$ cat src/rtl/stp_pkg.sv
// Shared types and helpers for the serial-to-parallel word collector.
package stp_pkg;

  typedef enum logic {
    COLLECT = 1'b0,
    FULL    = 1'b1
  } stp_state_t;

  // Width needed to hold a word count in the range 0..n inclusive.
  function automatic int cnt_width(input int n);
    return $clog2(n + 1);
  endfunction

endpackage

$ cat src/rtl/stp_word_shift.sv
// Block shift register: one word enters per shift strobe, zero strobe wipes the block.
// Latency 1 cycle from strobe to o_data; no backpressure of its own.
module stp_word_shift #(
  parameter int WORD_W    = 32,
  parameter int NUM_WORDS = 8,
  parameter bit MSW_FIRST = 1'b1
) (
  input  logic                        i_clk,
  input  logic                        i_rst,
  input  logic                        i_zero,
  input  logic                        i_shift,
  input  logic [WORD_W-1:0]           i_word,
  output logic [WORD_W*NUM_WORDS-1:0] o_data
);

  localparam int DW = WORD_W * NUM_WORDS;

  logic [DW-1:0] r_data;
  logic [DW-1:0] w_next;

  // Words enter at the low end and age upward, or enter at the top and age downward.
  generate
    if (MSW_FIRST) begin : g_msw
      assign w_next = {r_data[DW-WORD_W-1:0], i_word};
    end else begin : g_lsw
      assign w_next = {i_word, r_data[DW-1:WORD_W]};
    end
  endgenerate

  always_ff @(posedge i_clk) begin
    if (i_rst || i_zero) begin
      r_data <= '0;
    end else if (i_shift) begin
      r_data <= w_next;
    end
  end

  assign o_data = r_data;

endmodule

$ cat src/rtl/stp_sr_stream.sv
// Collects NUM_WORDS serial words into one wide block and holds it until drained.
// Block valid the cycle after the last word is accepted; in_ready follows out_ready while full.
module stp_sr_stream
  import stp_pkg::*;
#(
  parameter int  WORD_W    = 32,
  parameter int  NUM_WORDS = 8,
  parameter bit  MSW_FIRST = 1'b1,
  localparam int CNT_W     = cnt_width(NUM_WORDS)
) (
  input  logic                        i_clk,
  input  logic                        i_rst,
  input  logic                        i_clear,
  input  logic                        i_in_valid,
  output logic                        o_in_ready,
  input  logic [WORD_W-1:0]           i_in_word,
  output logic                        o_out_valid,
  input  logic                        i_out_ready,
  output logic [WORD_W*NUM_WORDS-1:0] o_parallel_out,
  output logic [CNT_W-1:0]            o_word_count
);

  stp_state_t       r_state;
  stp_state_t       w_state_nxt;
  logic [CNT_W-1:0] r_count;
  logic             w_accept;
  logic             w_drain;
  logic             w_shift;
  logic             w_last;

  assign w_accept = i_in_valid & o_in_ready;
  assign w_drain  = o_out_valid & i_out_ready;
  assign w_last   = (r_count == CNT_W'(NUM_WORDS - 1));
  // Clear wins over any same-cycle accept, so the word must not reach the register.
  assign w_shift  = w_accept & ~i_clear;

  always_ff @(posedge i_clk) begin
    if (i_rst) begin
      r_state <= COLLECT;
    end else begin
      r_state <= w_state_nxt;
    end
  end

  always_comb begin
    w_state_nxt = r_state;
    if (i_clear) begin
      w_state_nxt = COLLECT;
    end else begin
      case (r_state)
        COLLECT: if (w_accept && w_last) w_state_nxt = FULL;
        FULL:    if (w_drain) w_state_nxt = COLLECT;
        default: w_state_nxt = COLLECT;
      endcase
    end
  end

  always_comb begin
    o_out_valid = (r_state == FULL);
    o_in_ready  = (r_state == COLLECT) | i_out_ready;
  end

  // A drain that coincides with an accept starts the next block at one word.
  always_ff @(posedge i_clk) begin
    if (i_rst || i_clear) begin
      r_count <= '0;
    end else if (r_state == FULL) begin
      if (w_drain) begin
        r_count <= w_accept ? CNT_W'(1) : '0;
      end
    end else if (w_accept) begin
      r_count <= r_count + CNT_W'(1);
    end
  end

  assign o_word_count = r_count;

  stp_word_shift #(
    .WORD_W    (WORD_W),
    .NUM_WORDS (NUM_WORDS),
    .MSW_FIRST (MSW_FIRST)
  ) u_shift (
    .i_clk   (i_clk),
    .i_rst   (i_rst),
    .i_zero  (i_clear),
    .i_shift (w_shift),
    .i_word  (i_in_word),
    .o_data  (o_parallel_out)
  );

endmodule

$ cat config.mk
export PLATFORM = sky130hd
export DESIGN_NAME = stp_sr_stream
export DESIGN_NICKNAME = d
export VERILOG_FILES = /design/src/rtl/stp_pkg.sv /design/src/rtl/stp_word_shift.sv /design/src/rtl/stp_sr_stream.sv
export SDC_FILE = /design/constraint.sdc
export NUM_CORES = 1
export LEC_CHECK = 0
export CORE_UTILIZATION = 53
export CTS_BUF_LIST = sky130_fd_sc_hd__clkbuf_8
export DETAILED_ROUTE_END_ITERATION = 6
export GPL_TIMING_DRIVEN = 0
export PLACE_DENSITY_LB_ADDON = 0.05
export SYNTH_ARGS = -nofsm -noshare
export SYNTH_HDL_FRONTEND = slang
export SYNTH_SLANG_ARGS = --single-unit
$ cat constraint.sdc
create_clock -name i_clk -period 3.2 [get_ports i_clk]
set_input_delay 0.8 -clock i_clk [delete_from_list [all_inputs] [get_ports i_clk]]
set_output_delay 0.8 -clock i_clk [all_outputs]
set_load 0.02 [all_outputs]
### After elaboration in Yosys (flattened, before gate mapping)

Cells that the tools add are included.

| operators by class | value |
|---|---|
| $add $sub $neg | 1 |
| equality and inequality tests | 2 |
| muxes and demuxes | 7 |
| bitwise gates (word level) | 6 |
| reduce and logical (&&, ||, !) cells | 5 |

Operators with widths:

| kind | number |
|---|---|
| 4-bit two-way mux | 3 |
| 4-bit by 1-bit adder with 4-bit output (second input constant) | 1 |
| 4-bit by 3-bit == test with 1-bit output (second input constant) | 1 |
| 1-bit AND | 3 |
| 1-bit two-way mux | 3 |
| 2-bit by 1-bit inequality test with 1-bit output (second input constant) | 1 |
| 1-bit inverter | 2 |
| 1-bit one-hot mux with 2 select lines | 1 |
| 2-bit AND reduction | 1 |
| 2-bit nonzero test | 1 |
| 2-bit OR reduction | 1 |
| 1-bit logical AND | 1 |
| 1-bit logical OR | 1 |
| 1-bit bitwise OR | 1 |

| word-level totals | value |
|---|---|
| bits in registers | 261 |
| input port bits | 37 |
| output and inout bits | 262 |
| logic and storage cells | 24 |

### Depth between registers and ports, before layout

| logic depth | value |
|---|---|
| depth in word-level cells | 6 |
| mapped depth | 7 |
| depth with buffers taken out | 4 |

### Modules after synthesis

Synthesis repeated with hierarchy kept, for this count alone.

| unflattened totals | value |
|---|---|
| cell total of the unflattened synthesis | 857 |
| area, all modules | 9611.7 µm² |

Modules (own cells, without submodules):

| module | instances | cells each | area an instance (µm²) | sequential area each (µm²) |
|---|---|---|---|---|
| stp_word_shift | 1 | 827 | 9342.7 | 5124.9 |
| stp_sr_stream | 1 | 30 | 269.0 | 100.1 |

### Worst setup path after synthesis

No wires, ideal clock.

| path | value |
|---|---|
| path kind | in2out |
| start point | input i_out_ready |
| end point | output o_in_ready |
| data arrival time | 1.263 ns |
| required time | 2.400 ns |
| setup slack | 1.137 ns |
| stages | 4 |
| buffers on the path | 2 |
| cell sequence | nor2b_4 buf_6 inv_4 buf_2 |

| on the way | value |
|---|---|
| cells in the longest elaborated chain, start to end | 1 |

Ends and longest elaborated chain:

| item | line | source |
|---|---|---|
| start, declared | stp_sr_stream.sv:18 | `input logic i_out_ready,` |
| 1-bit bitwise OR | stp_sr_stream.sv:60 | `o_in_ready = (r_state == COLLECT) \| i_out_ready;` |
| end, declared | stp_sr_stream.sv:15 | `output logic o_in_ready,` |

No other way between the ends.

### Final worst setup path

Same ends and word-level chain as after synthesis.

==> impl_results.md <==
- Leading cell types in the layout, fill and taps excluded: 296 x clkdlybuf4s50_1, 261 x dfxtp_1, 259 x a21oi_1
- Ant. Diodes: 0
- GR Overflow Total: 0
- Gpl congestion: 0.903
- Slew HR: 59.2%
- Worst-path cell with the longest stage delay: clkdlybuf4s50_1
- Die Area: 19,800 um2
- Pwr Density: 449 nW/um2
- Final setup violation count: 0
- Initial antenna violation count: 0
- Max_cap viols: 0
- Syn Nets: 1,234
- HP Start: u_shift.o_data[253]
- Initial Util: 54.3%
- Worst setup SP type: input pin
- Crit-path cells: clkdlybuf4s50_1 -> nor2b_4 -> buf_6 -> inv_4 -> buf_2 -> dlygate4sd2_1
- WP data required: 2.40 ns
- Worst r2r dst: u_shift.o_data[211]
- Crit Reg-Reg Startpoint: o_out_valid
- Clock Pin Slew Worst Setup and Hold Paths: 0.06 ns
- Netlist cell types: 27
- Fraction of layout cells with a size suffix above 1: 9.70%
- Initial DRT Pass Iterations: 5
- Max Clk Rate: 321 MHz
- Post-synthesis sequential area ratio: 51.3%
- WHS Endpoint: u_shift.o_data[253]
- Most common cell after layout, fill and taps aside: clkdlybuf4s50_1
- Mapped Avg Cell Area: 8.52 um2
- Area of the multi-input gates: 3990 um2
- RSZ-0062 raised after global routing: false
- Worst-Skew Late Latency: 0.54 ns
- Worst hold path class: register to register
- Final WL: 33.9 mm
- Synthesized netlist cell count: 1,196
- Worst Setup Path Type: input pin to output port
- #FFs+latches synth: 261
- Storage cell area: 5230 um2
- Vias per cell: 5.76
- Pre-CTS setup slack: -0.172 ns
- Layout area overhead: 40.1%
- PortBufs: 297
- Rows: 50
- # DRC: 0
- CTS Root Cell: clkbuf_8
- Gr usage total: 33.6%
- Post-route ant nets: 0
- R2R Setup Slk: 1.49 ns
- Global-route wire length before repair: 52.8 mm
- Crit path capture type: output port
- Status: finished, final reports clean
- Filler cell count in the final layout: 1,515
- Horiz. Die Dim: 141 um
- CP max stage delay: 0.52 ns
- Largest net degree at the start of global routing: 11
- Core Region: 18,800 um2
- I/O Pins: 299
- DR vias: 10,380
- Mapped Area: 10,200 um2
- Hold depth: 2
- Setup TNS Final: 0 ns
- Leak Pwr: 4.61 nW
- Cts hold-fix bufs: 0
- Post-DP HPWL: 25.3 mm
- R2R depth: 7
- Post-CTS setup repair buffer count: 0
- Arr. time, crit path: 2.31 ns
- Clock Sinks: 261
- Final worst slack: 0.0883 ns
- Largest fanout on the critical path: 10
- Avg WL per Cell: 18.8 um
- CTS tree: yes
- Placed insts: 1,727
- Fin. Hold Viols: 0
- Min Tclk post-route: 3.11 ns
- Max H-tree Level: 2
- DRT iter0 DRCs: 658
- Final instance count without filler cells: 1,801
- Crit path from: i_out_ready
- Worst slew pin tran: 0.612 ns
- Cts bufs inserted: 43
- Vias in the first global route: 9,708
- Synth warnings: 0
- Max Root-Sink Buffers: 3
- Max VDD drop: 339 uV
- Die height: 141 um
- Clk_skew: 0.0146 ns
- Crit share post-route: 97.2%
- Number of nets in the layout: 1,576
- Final Max Slew Viols: 0
## metal layers
| metal | vias up | part of all wire, % | GRT usage, % |
|---|---|---|---|
| met5 | - | 0 | 0 |
| met4 | 0 | 2.7 | 11.3 |
| met3 | 72 | 8.2 | 9.10 |
| met2 | 429 | 49 | 58.7 |
| met1 | 4871 | 40 | 39.7 |
| li1 | 5008 | - | - |
## power by group
group	internal (mW)	switching [mW]	total, mW
clock	1.51	1.28	2.78
combinational	0.113	0.226	0.339
sequential	3.27	0.0149	3.28
total	4.89	1.52	6.40
## cell usage after synthesis, drive strengths merged
master | number | share of area, %
dfxtp | 261 | 51
a21oi | 259 | 13
o21ai | 258 | 13
nand3 | 256 | 13
buf | 106 | 8.1
clkbuf | 37 | 1.4
nand3b | 3 | 0.22
nor2 | 2 | 0.074
or3 | 2 | 0.12
a21boi | 1 | 0.074
a21o | 1 | 0.074
a311oi | 1 | 0.086
a31oi | 1 | 0.061
and3b | 1 | 0.086
clkinv | 1 | 0.049
ha | 1 | 0.12
inv | 1 | 0.061
nand2 | 1 | 0.037
nand4 | 1 | 0.061
nor2b | 1 | 0.14
or2 | 1 | 0.061
## critical path, delay by kind of cell
family / cells / cell delay [ns]
simple gates: 1 / 0.05
buf+inv: 5 / 1.44
## sequential cells by signal, summed over array words and instances, names as in the netlist
register	cells
u_shift.o_data	256
o_word_count	4
o_out_valid	1
## kinds of logic (layout without fill, tap and decap cells)
kind of cell	after synthesis	count (layout)	share of synthesized area, %
AO/OA/AOI/OAI	521	521	25.7
adder cells (fa/ha/maj)	1	1	0.123
AND/OR/NAND/NOR	268	268	13.4
buffers and inverters	145	516	9.55
flip-flops	261	261	51.3
## worst max path at each step
stage / to / slack [ns] / depth (start not counted)
final: o_in_ready / 0.09 / 6
after global routing: o_in_ready / 0.07 / 6
after CTS: o_in_ready / 0.11 / 6
after detailed placement: o_in_ready / -0.17 / 6
after global placement: o_in_ready / -0.17 / 6
after floorplan: o_in_ready / 1.14 / 4
## cell type report
cell class	count	share of cell area (%)
clock buffer	54	5.21
inverter	2	0.0789
clock inverter	20	0.561
tap	234	2.05
timing repair buffer	297	20.8
multi-input combinational	790	28.0
buffer	143	6.74
sequential	261	36.6
## stage by stage
step	utilization, %	cell area [um2]	total power, mW	hold slack (ns)
final	76.1	14300	6.40	0.478
after global routing	76.1	14300	6.61	0.486
after CTS	76.1	14300	6.42	0.477
after detailed placement	71.7	13500	3.68	0.469
after global placement	71.7	13500	3.68	0.461
after floorplan	-	10200	3.53	0.552
## timing repair
action / CTS / global route
resized for setup: 1 / 0
hold endpoints to repair: 0 / 0
setup endpoints to repair: 1 / 0
(Power assumes the default switching activity.)
